===== config.mk =====
export PLATFORM = sky130hd
export DESIGN_NAME = rr_lock_arbiter
export DESIGN_NICKNAME = d
export VERILOG_FILES = /design/src/rtl/rr_lock_arbiter_pkg.sv /design/src/rtl/rr_lock_arbiter_rr_priority_pick.sv /design/src/rtl/rr_lock_arbiter.sv
export SDC_FILE = /design/constraint.sdc
export NUM_CORES = 1
export LEC_CHECK = 0
export CAP_MARGIN = 20
export CORE_MARGIN = 2
export CORE_UTILIZATION = 37
export CTS_CLUSTER_DIAMETER = 100
export CTS_CLUSTER_SIZE = 10
export DETAILED_ROUTE_END_ITERATION = 10
export PLACE_DENSITY = 0.86
export SLEW_MARGIN = 20
export SYNTH_ARGS = -nofsm -noshare
export SYNTH_HDL_FRONTEND = slang
export SYNTH_SLANG_ARGS = --single-unit

===== constraint.sdc =====
create_clock -name clock -period 4.7 [get_ports clock]
set_input_delay 0.94 -clock clock [delete_from_list [all_inputs] [get_ports clock]]
set_output_delay 0.94 -clock clock [all_outputs]
set_load 0.03 [all_outputs]

===== src/rtl/rr_lock_arbiter_pkg.sv =====
// rr_lock_arbiter_pkg
//   Shared types and helpers for the packet-locking round-robin arbiter.
//   - arb_state_e : arbiter FSM state (IDLE, LOCKED)
//   - rr_pick()   : round-robin search over up to MAX_N requesters
package rr_lock_arbiter_pkg;

    localparam int MAX_N = 16;
    localparam int PICK_W = 4;   // index width wide enough for MAX_N

    typedef enum logic {
        IDLE   = 1'b0,
        LOCKED = 1'b1
    } arb_state_e;

    // First valid index at or above ptr, wrapping n-1 -> 0. Returns ptr
    // when nothing is valid, so the chosen index stays stable while idle.
    function automatic logic [PICK_W-1:0] rr_pick(
        input logic [MAX_N-1:0]  valid,
        input logic [PICK_W-1:0] ptr,
        input int                n
    );
        logic [PICK_W-1:0] idx;
        logic              found;
        int                j;
        idx   = ptr;
        found = 1'b0;
        for (int k = 0; k < MAX_N; k++) begin
            if (k < n) begin
                j = int'(ptr) + k;
                if (j >= n) j = j - n;
                if (!found && valid[j[PICK_W-1:0]]) begin
                    idx   = j[PICK_W-1:0];
                    found = 1'b1;
                end
            end
        end
        return idx;
    endfunction

endpackage


===== src/rtl/rr_lock_arbiter_rr_priority_pick.sv =====
// rr_priority_pick
//   Combinational round-robin priority search.
//   Ports:
//     valid [N-1:0]      : per-requester request
//     ptr   [IW-1:0]     : highest-priority index this cycle
//     idx   [IW-1:0]     : first valid index searching upward from ptr
//                          (equals ptr when nothing is valid)
//     any                : at least one requester is valid
module rr_priority_pick
    import rr_lock_arbiter_pkg::*;
#(
    parameter int N  = 4,
    parameter int IW = $clog2(N)
) (
    input  logic [N-1:0]  valid,
    input  logic [IW-1:0] ptr,
    output logic [IW-1:0] idx,
    output logic          any
);

    logic [MAX_N-1:0]  valid_ext;
    logic [PICK_W-1:0] ptr_ext;
    logic [PICK_W-1:0] pick;

    assign valid_ext = MAX_N'(valid);
    assign ptr_ext   = PICK_W'(ptr);
    assign pick      = rr_pick(valid_ext, ptr_ext, N);
    assign idx       = IW'(pick);
    assign any       = |valid;

endmodule


===== src/rtl/rr_lock_arbiter.sv =====
// rr_lock_arbiter
//   N-way round-robin arbiter that locks onto a requester for the whole of
//   a multi-beat packet. Grant is combinational (zero-cycle latency).
//   Ports:
//     clock, reset_n          : clock, asynchronous active-low reset
//     io_in_valid/ready [N]   : per-requester handshake
//     io_in_bits [N*W]        : requester i payload at [i*W +: W]
//     io_in_last [N]          : last beat of requester i's packet
//     io_out_valid/ready      : downstream handshake
//     io_out_bits [W]         : selected payload
//     io_out_last             : selected last flag
//     io_chosen [clog2(N)]    : granted requester index
//     io_busy                 : a packet currently holds the lock
module rr_lock_arbiter
    import rr_lock_arbiter_pkg::*;
#(
    parameter int N = 4,
    parameter int W = 8
) (
    input  logic                  clock,
    input  logic                  reset_n,
    input  logic [N-1:0]          io_in_valid,
    output logic [N-1:0]          io_in_ready,
    input  logic [N*W-1:0]        io_in_bits,
    input  logic [N-1:0]          io_in_last,
    output logic                  io_out_valid,
    input  logic                  io_out_ready,
    output logic [W-1:0]          io_out_bits,
    output logic                  io_out_last,
    output logic [$clog2(N)-1:0]  io_chosen,
    output logic                  io_busy
);

    localparam int IW = $clog2(N);

    arb_state_e    state, state_next;
    logic [IW-1:0] ptr, ptr_next;
    logic [IW-1:0] lock_idx, lock_idx_next;
    logic [IW-1:0] pick_idx;
    logic          pick_any;
    logic [IW-1:0] grant;
    logic          xfer;

    rr_priority_pick #(.N(N), .IW(IW)) u_pick (
        .valid (io_in_valid),
        .ptr   (ptr),
        .idx   (pick_idx),
        .any   (pick_any)
    );

    assign grant = (state == LOCKED) ? lock_idx : pick_idx;

    // Output mux. Valid is masked by reset_n so nothing can appear to
    // transfer while the block is held in reset.
    always_comb begin
        // NOTE: every output gets a default first so no path infers a latch.
        io_out_valid = 1'b0;
        io_out_bits  = '0;
        io_out_last  = 1'b0;
        for (int i = 0; i < N; i++) begin
            if (grant == IW'(i)) begin
                io_out_valid = io_in_valid[i] & reset_n;
                io_out_bits  = io_in_bits[i*W +: W];
                io_out_last  = io_in_last[i];
            end
        end
    end

    always_comb begin
        io_in_ready = '0;
        for (int i = 0; i < N; i++) begin
            io_in_ready[i] = io_out_ready & io_out_valid & (grant == IW'(i));
        end
    end

    assign io_chosen = grant;
    assign io_busy   = (state == LOCKED);
    assign xfer      = io_out_valid & io_out_ready;

    // Next-state: lock on a non-last beat, release and advance ptr past the
    // owner on a last beat. A dropped valid while locked just stalls.
    always_comb begin
        state_next    = state;
        ptr_next      = ptr;
        lock_idx_next = lock_idx;
        case (state)
            IDLE: begin
                if (xfer) begin
                    if (io_out_last) begin
                        ptr_next = (grant == IW'(N-1)) ? '0 : grant + 1'b1;
                    end else begin
                        state_next    = LOCKED;
                        lock_idx_next = grant;
                    end
                end
            end
            LOCKED: begin
                if (xfer && io_out_last) begin
                    state_next = IDLE;
                    ptr_next   = (lock_idx == IW'(N-1)) ? '0 : lock_idx + 1'b1;
                end
            end
            default: state_next = IDLE;
        endcase
    end

    always_ff @(posedge clock or negedge reset_n) begin
        if (!reset_n) begin
            state    <= IDLE;
            ptr      <= '0;
            lock_idx <= '0;
        end else begin
            // NOTE: non-blocking so all registers update from pre-edge values.
            state    <= state_next;
            ptr      <= ptr_next;
            lock_idx <= lock_idx_next;
        end
    end

endmodule


---- After elaboration in Yosys (flattened, before gate mapping) ----
Index checks and enable logic that the tools add are counted.
operators by class
  eq/ne operators ......................... 7
  order comparisons ....................... 8
  add/subtract/negate cells ............... 9
  bitwise operators ....................... 11
  reductions and logical operators ........ 10
  mux-type cells .......................... 42
operator list
  cell                                                                    count
  32-bit by 4-bit >= comparator with 1-bit output, second input constant  3
  8-bit two-way mux                                                       4
  4-bit by 5-bit < comparator with 1-bit output, second input constant    4
  2-bit two-way mux                                                       10
  1-bit two-way mux                                                       18
  1-bit binary-select mux with 4-bit select                               4
  4-bit two-way mux                                                       4
  4-bit subtractor, second input constant                                 3
  1-bit AND                                                               9
  2-bit by 2-bit adder with 3-bit output, second input constant           2
  2-bit equality test, second input constant                              3
  3-bit AND reduction                                                     2
  2-bit by 1-bit adder with 2-bit output, second input constant           2
  1-bit logical AND                                                       4
  2-bit != test, second input constant                                    2
  2-bit one-hot mux with 2 select lines                                   1
  2-bit by 3-bit subtractor with 4-bit output, second input constant      1
  2-bit by 1-bit adder with 3-bit output, second input constant           1
  2-bit by 3-bit >= comparator with 1-bit output, second input constant   1
  1-bit zero test                                                         3
  2-bit by 1-bit equality test with 1-bit output, second input constant   1
  2-bit zero test                                                         1
  2-bit by 1-bit != test with 1-bit output, second input constant         1
  1-bit NOT                                                               2
  1-bit one-hot mux with 2 select lines                                   1
word-level totals
  logic and storage cells ................. 90
  bits of input ports ..................... 43
  output and inout bits ................... 17
  register bits ........................... 5

---- Depth between registers and ports, before layout ----
  depth in word-level cells ............... 24
  depth in mapped cells ................... 18
  gate-level depth less buffers ........... 15

---- Hierarchy ----
From an unflattened synthesis, not the netlist that was laid out.
second synthesis, totals
  cell total of the unflattened synthesis .. 129
  area total of the unflattened synthesis .. 1039.7 um2
modules (own cells, without submodules)
  module            area an instance (um2)  instances  cells each
  rr_lock_arbiter   740.7                   1          100
  rr_priority_pick  299.0                   1          29

---- Least setup slack after synthesis ----
No wires, ideal clock.
  kind .................................... register -> output
  from .................................... register ptr[0]
  to ...................................... output port io_out_bits[0]
  stages on the path, launching flop included .. 17
  setup slack ............................. -0.142 ns
  arrival time ............................ 3.902 ns
  cell sequence ........................... dfrtp_1 > buf_6 > inv_1 > ha_1 > buf_6 > mux2_4 > and4_1 > a41oi_1 > a31oi_1 > xnor2_1 > mux2_2 > ha_1 > nor2b_1 > clkbuf_1 > a221o_1 > o21ai_0 > o21ai_0
on the way
  word-level cells in the longest chain between the ends .. 20
  elaborated cells on any way between the ends .. 45
ends and longest elaborated chain
  item                                                                                      line                       RTL
  from (decl)                                                                               rr_lock_arbiter.sv:37      logic [IW-1:0] ptr, ptr_next;
  from (signal assigned)                                                                    rr_lock_arbiter.sv:115     ptr <= ptr_next;
  branches (longest 13 deep; another with 32-bit by 4-bit >= comparator with 1-bit output)  --
  2-bit two-way mux (*)                                                                     rr_lock_arbiter_pkg.sv:31  if (!found && valid[j[PICK_W-1:0]]) begin
  2-bit two-way mux (*)                                                                     rr_lock_arbiter.sv:51      assign grant = (state == LOCKED) ? lock_idx : pick_idx;
  named net io_chosen[0]                                                                    rr_lock_arbiter.sv:30      output logic [$clog2(N)-1:0] io_chosen,
  2-bit zero test                                                                           rr_lock_arbiter.sv:61      if (grant == IW'(i)) begin
  8-bit two-way mux (3 in series)                                                           rr_lock_arbiter.sv:61
  8-bit two-way mux (*)                                                                     rr_lock_arbiter.sv:61
  to (decl)                                                                                 rr_lock_arbiter.sv:28      output logic [W-1:0] io_out_bits,
Mark *: on every way through the listed nets, which the timed path passes. The select of a mux whose other input is x is not followed.

---- Worst setup path in the final report ----
  from .................................... input port io_in_valid[1]
  to ...................................... output port io_in_ready[0]
on the way
  word-level cells in the longest chain between the ends .. 20
  elaborated cells on any way between the ends .. 33
ends and longest elaborated chain
  item                                       line                                          RTL
  from (decl)                                rr_lock_arbiter.sv:22                         input logic [N-1:0] io_in_valid,
  1-bit binary-select mux with 4-bit select  rr_lock_arbiter_pkg.sv:31
  1-bit two-way mux (implied by the code)    rr_lock_arbiter_pkg.sv:31
  1-bit two-way mux                          rr_lock_arbiter_pkg.sv:31
  1-bit zero test                            rr_lock_arbiter_pkg.sv:31
  1-bit logical AND                          rr_lock_arbiter_pkg.sv:31
  1-bit two-way mux                          rr_lock_arbiter_pkg.sv:31
  1-bit zero test                            rr_lock_arbiter_pkg.sv:31
  1-bit logical AND                          rr_lock_arbiter_pkg.sv:31
  1-bit two-way mux                          rr_lock_arbiter_pkg.sv:31
  1-bit zero test                            rr_lock_arbiter_pkg.sv:31
  1-bit logical AND                          rr_lock_arbiter_pkg.sv:31
  2-bit two-way mux                          rr_lock_arbiter_pkg.sv:31
  2-bit two-way mux                          rr_lock_arbiter.sv:51
  2-bit zero test                            rr_lock_arbiter.sv:61, rr_lock_arbiter.sv:72
  1-bit two-way mux (4 in series)            rr_lock_arbiter.sv:61
  1-bit AND                                  rr_lock_arbiter.sv:72                         io_in_ready[i] = io_out_ready & io_out_valid & (grant == IW'(i));
  1-bit AND (*)                              rr_lock_arbiter.sv:72
  to (decl)                                  rr_lock_arbiter.sv:23                         output logic [N-1:0] io_in_ready,
Mark *: on every way between the ends. The rest lies on a longest branch, timed or not. The select of a mux whose other input is x is not followed.

==> metrics.cfg <==
[die]
fp.coreArea_sq_um=2480
fp.dieH_microns=55.0
pin_count=60
die_width_microns=55.0
start_util_pct=38.8
dieArea_sq_um=3020
num_rows=18

[sta]
hold_violations=0
period_share_pct=97.9
finalSetupViolCount=0
fin_ws_ns=0.0995
period_needed_ns=4.60
slew_headroom_pct=75.3
slew_violations=0
clock_skew_ns=0.000462
tightest_slew_ns=0.369
clock.fmax_mhz=217

[critical_path]
arrival_ns=3.66
cp.depth=14
start_kind=input pin
r2r_slack_ns=0.84
startpoint=io_in_valid[1]
worstSetupEndpoint=io_in_ready[0]
regToRegStartpoint=ptr[1]
worst_setup_path_end_kind=output port
r2r-end=lock_idx[0]
crit_type=in -> out
max_stage_delay_ns=0.41
cp_top_family=compound AO/OA/AOI/OAI gates
crit_top_cell=buf_4
cp_cell_sequence=clkbuf_2 > buf_4 > mux2i_1 > a41oi_2 > a2111oi_2 > o31ai_2 > mux2_4 > ha_1 > buf_4 > nand2b_4 > nand4_1 > a21oi_2 > and2_1 > buf_4
cp.required_ns=3.76
cpMaxStageDelayCell=a2111oi_2
crit_buf_inv=4
worstRegToRegCells=18
cp_max_fo=12

[global_route]
grt_usage_pct=24.1
overflow=0
grt_pass1_wl_microns=5270
antenna_found_initial=0
grt_pass1_vias=1166
grt_max_degree=13

[yosys]
yosysSeqAreaShare_pct=13.0
synth-seq-cells=5
yosysTopAreaCellShare_pct=13.0
ys_warn_count=0
yosysMostFrequentCell=o21ai_0
syn_inst=122
yosysTopAreaCell=dfrtp_1
synth_area_leaders=dfrtp_1 (13%), ha_1 (12%), o21ai_0 (8.8%)
synth_edf_count=0
syn_avg_cell_area_sq_um=7.89
synth_ff_type=dfrtp_1
synth.distinct_cells=35
synth_nets=174
async_flop_share_pct=100
yosys-top-cells-count=o21ai_0 (17), nand2_1 (15), ha_1 (9)
syn_area_sq_um=962

[route]
drc_errors=0
dr.pass1.iters=4
drtAntennaViolNets=0
drt_wl_total_microns=3840
viasPerCell=5.49
wl_per_cell_microns=16.2
drt-initial-drc-count=29
vias=1302

[clocking]
cts_sinks=5
cts_buffer_depth=2
cts_made_buffers=3
clk_pin_slew_worst_paths_ns=0.04
clk_latency_ns=0.24
root_buffer=clkbuf_4
cts_tree=done
hold_buffers=0
ctsHtreeMaxLevel=1

[finish]
antenna_cells=0
area_growth_pct=93.0
final_cells=237
nets=260
drive_gt1_share_pct=38.6

[placement]
dp_slack_ns=-0.388
dp_hpwl_microns=2850
port_buffers=59
place.gp.congestion=0.936
placedCellCount=228

[run_status]
status=finished, final reports clean

[worst_hold_path]
hp-class=reg -> reg

[run]
timing.max_cap.violations=0

## what timing repair did
item	4_1_cts	5_1_grt
gates resized for setup	17	21
endpoints found under the setup margin	14	14
setup buffers	3	2
gates cloned	0	0
pin swaps	5	7
## registers in the layout, indices dropped and copies added (netlist names)
signal / flops
ptr: 2
io_busy: 1
lock_idx: 2
## layer usage
metal  GRT usage, %  routed length, microns
met2           42.7                    2000
met1           30.4                    1610
met3           1.61                     140
met5              0                       0
met4           8.94                      86
## per-stage QoR
step	utilization, %	hold WS, ns	TNS, ns	instance area, sq um
2_1_floorplan	-	0.513	0	962
3_5_place_dp	68.9	0.569	-3.75	1710
4_1_cts	72.9	0.579	0	1810
5_1_grt	74.9	0.619	-0.406	1860
6_report	74.9	0.593	0	1860
3_3_place_gp	68.9	0.550	-2.12	1710
## kinds of logic (layout without fill, tap and decap cells)
family	after synthesis	count (layout)	synth area share, %
AND/OR/NAND/NOR	36	36	18.5
buffers and inverters	12	97	6.63
multiplexers	16	16	19.9
adder cells (fa/ha/maj)	9	9	11.7
XOR/XNOR	1	1	0.910
AO/OA/AOI/OAI	43	43	29.4
flip-flops	5	5	13.0
## layout make-up
type / count / area (sq um)
inverter: 4 / 15.0
timing repair buffer: 89 / 781
tap: 30 / 37.5
multi-input combinational: 105 / 872
clock buffer: 4 / 26.3
fill: 170 / 621
sequential: 5 / 125
## worst min path at each step
stage,from,to,depth (start not counted),slack [ns]
floorplan,lock_idx[1],lock_idx[1],1,0.51
global placement,lock_idx[1],lock_idx[1],1,0.55
detailed placement,lock_idx[1],lock_idx[1],1,0.57
CTS,lock_idx[1],lock_idx[1],1,0.58
global route,lock_idx[1],lock_idx[1],1,0.62
finish,lock_idx[1],lock_idx[1],1,0.59
## cell usage in the layout, fill, tap and decap left out, drive strengths merged
cell / count
buf: 45
clkdlybuf4s50: 41
o21ai: 17
nand2: 15
mux2: 9
ha: 9
a21oi: 8
a221o: 7
clkbuf: 7
nor2: 6
mux2i: 6
dfrtp: 5
inv: 4
nand3: 3
nand2b: 3
and2: 3
a31oi: 2
o31ai: 2
and4: 1
a41oi: 1
mux4: 1
xnor2: 1
a2111oi: 1
a311oi: 1
or4: 1
nor2b: 1
a22oi: 1
and3b: 1
or3b: 1
nand4: 1
o21a: 1
o31a: 1
o22a: 1
Power is not shown: default switching activity piles up to over one toggle a cycle in this logic, so the estimate is an artifact.
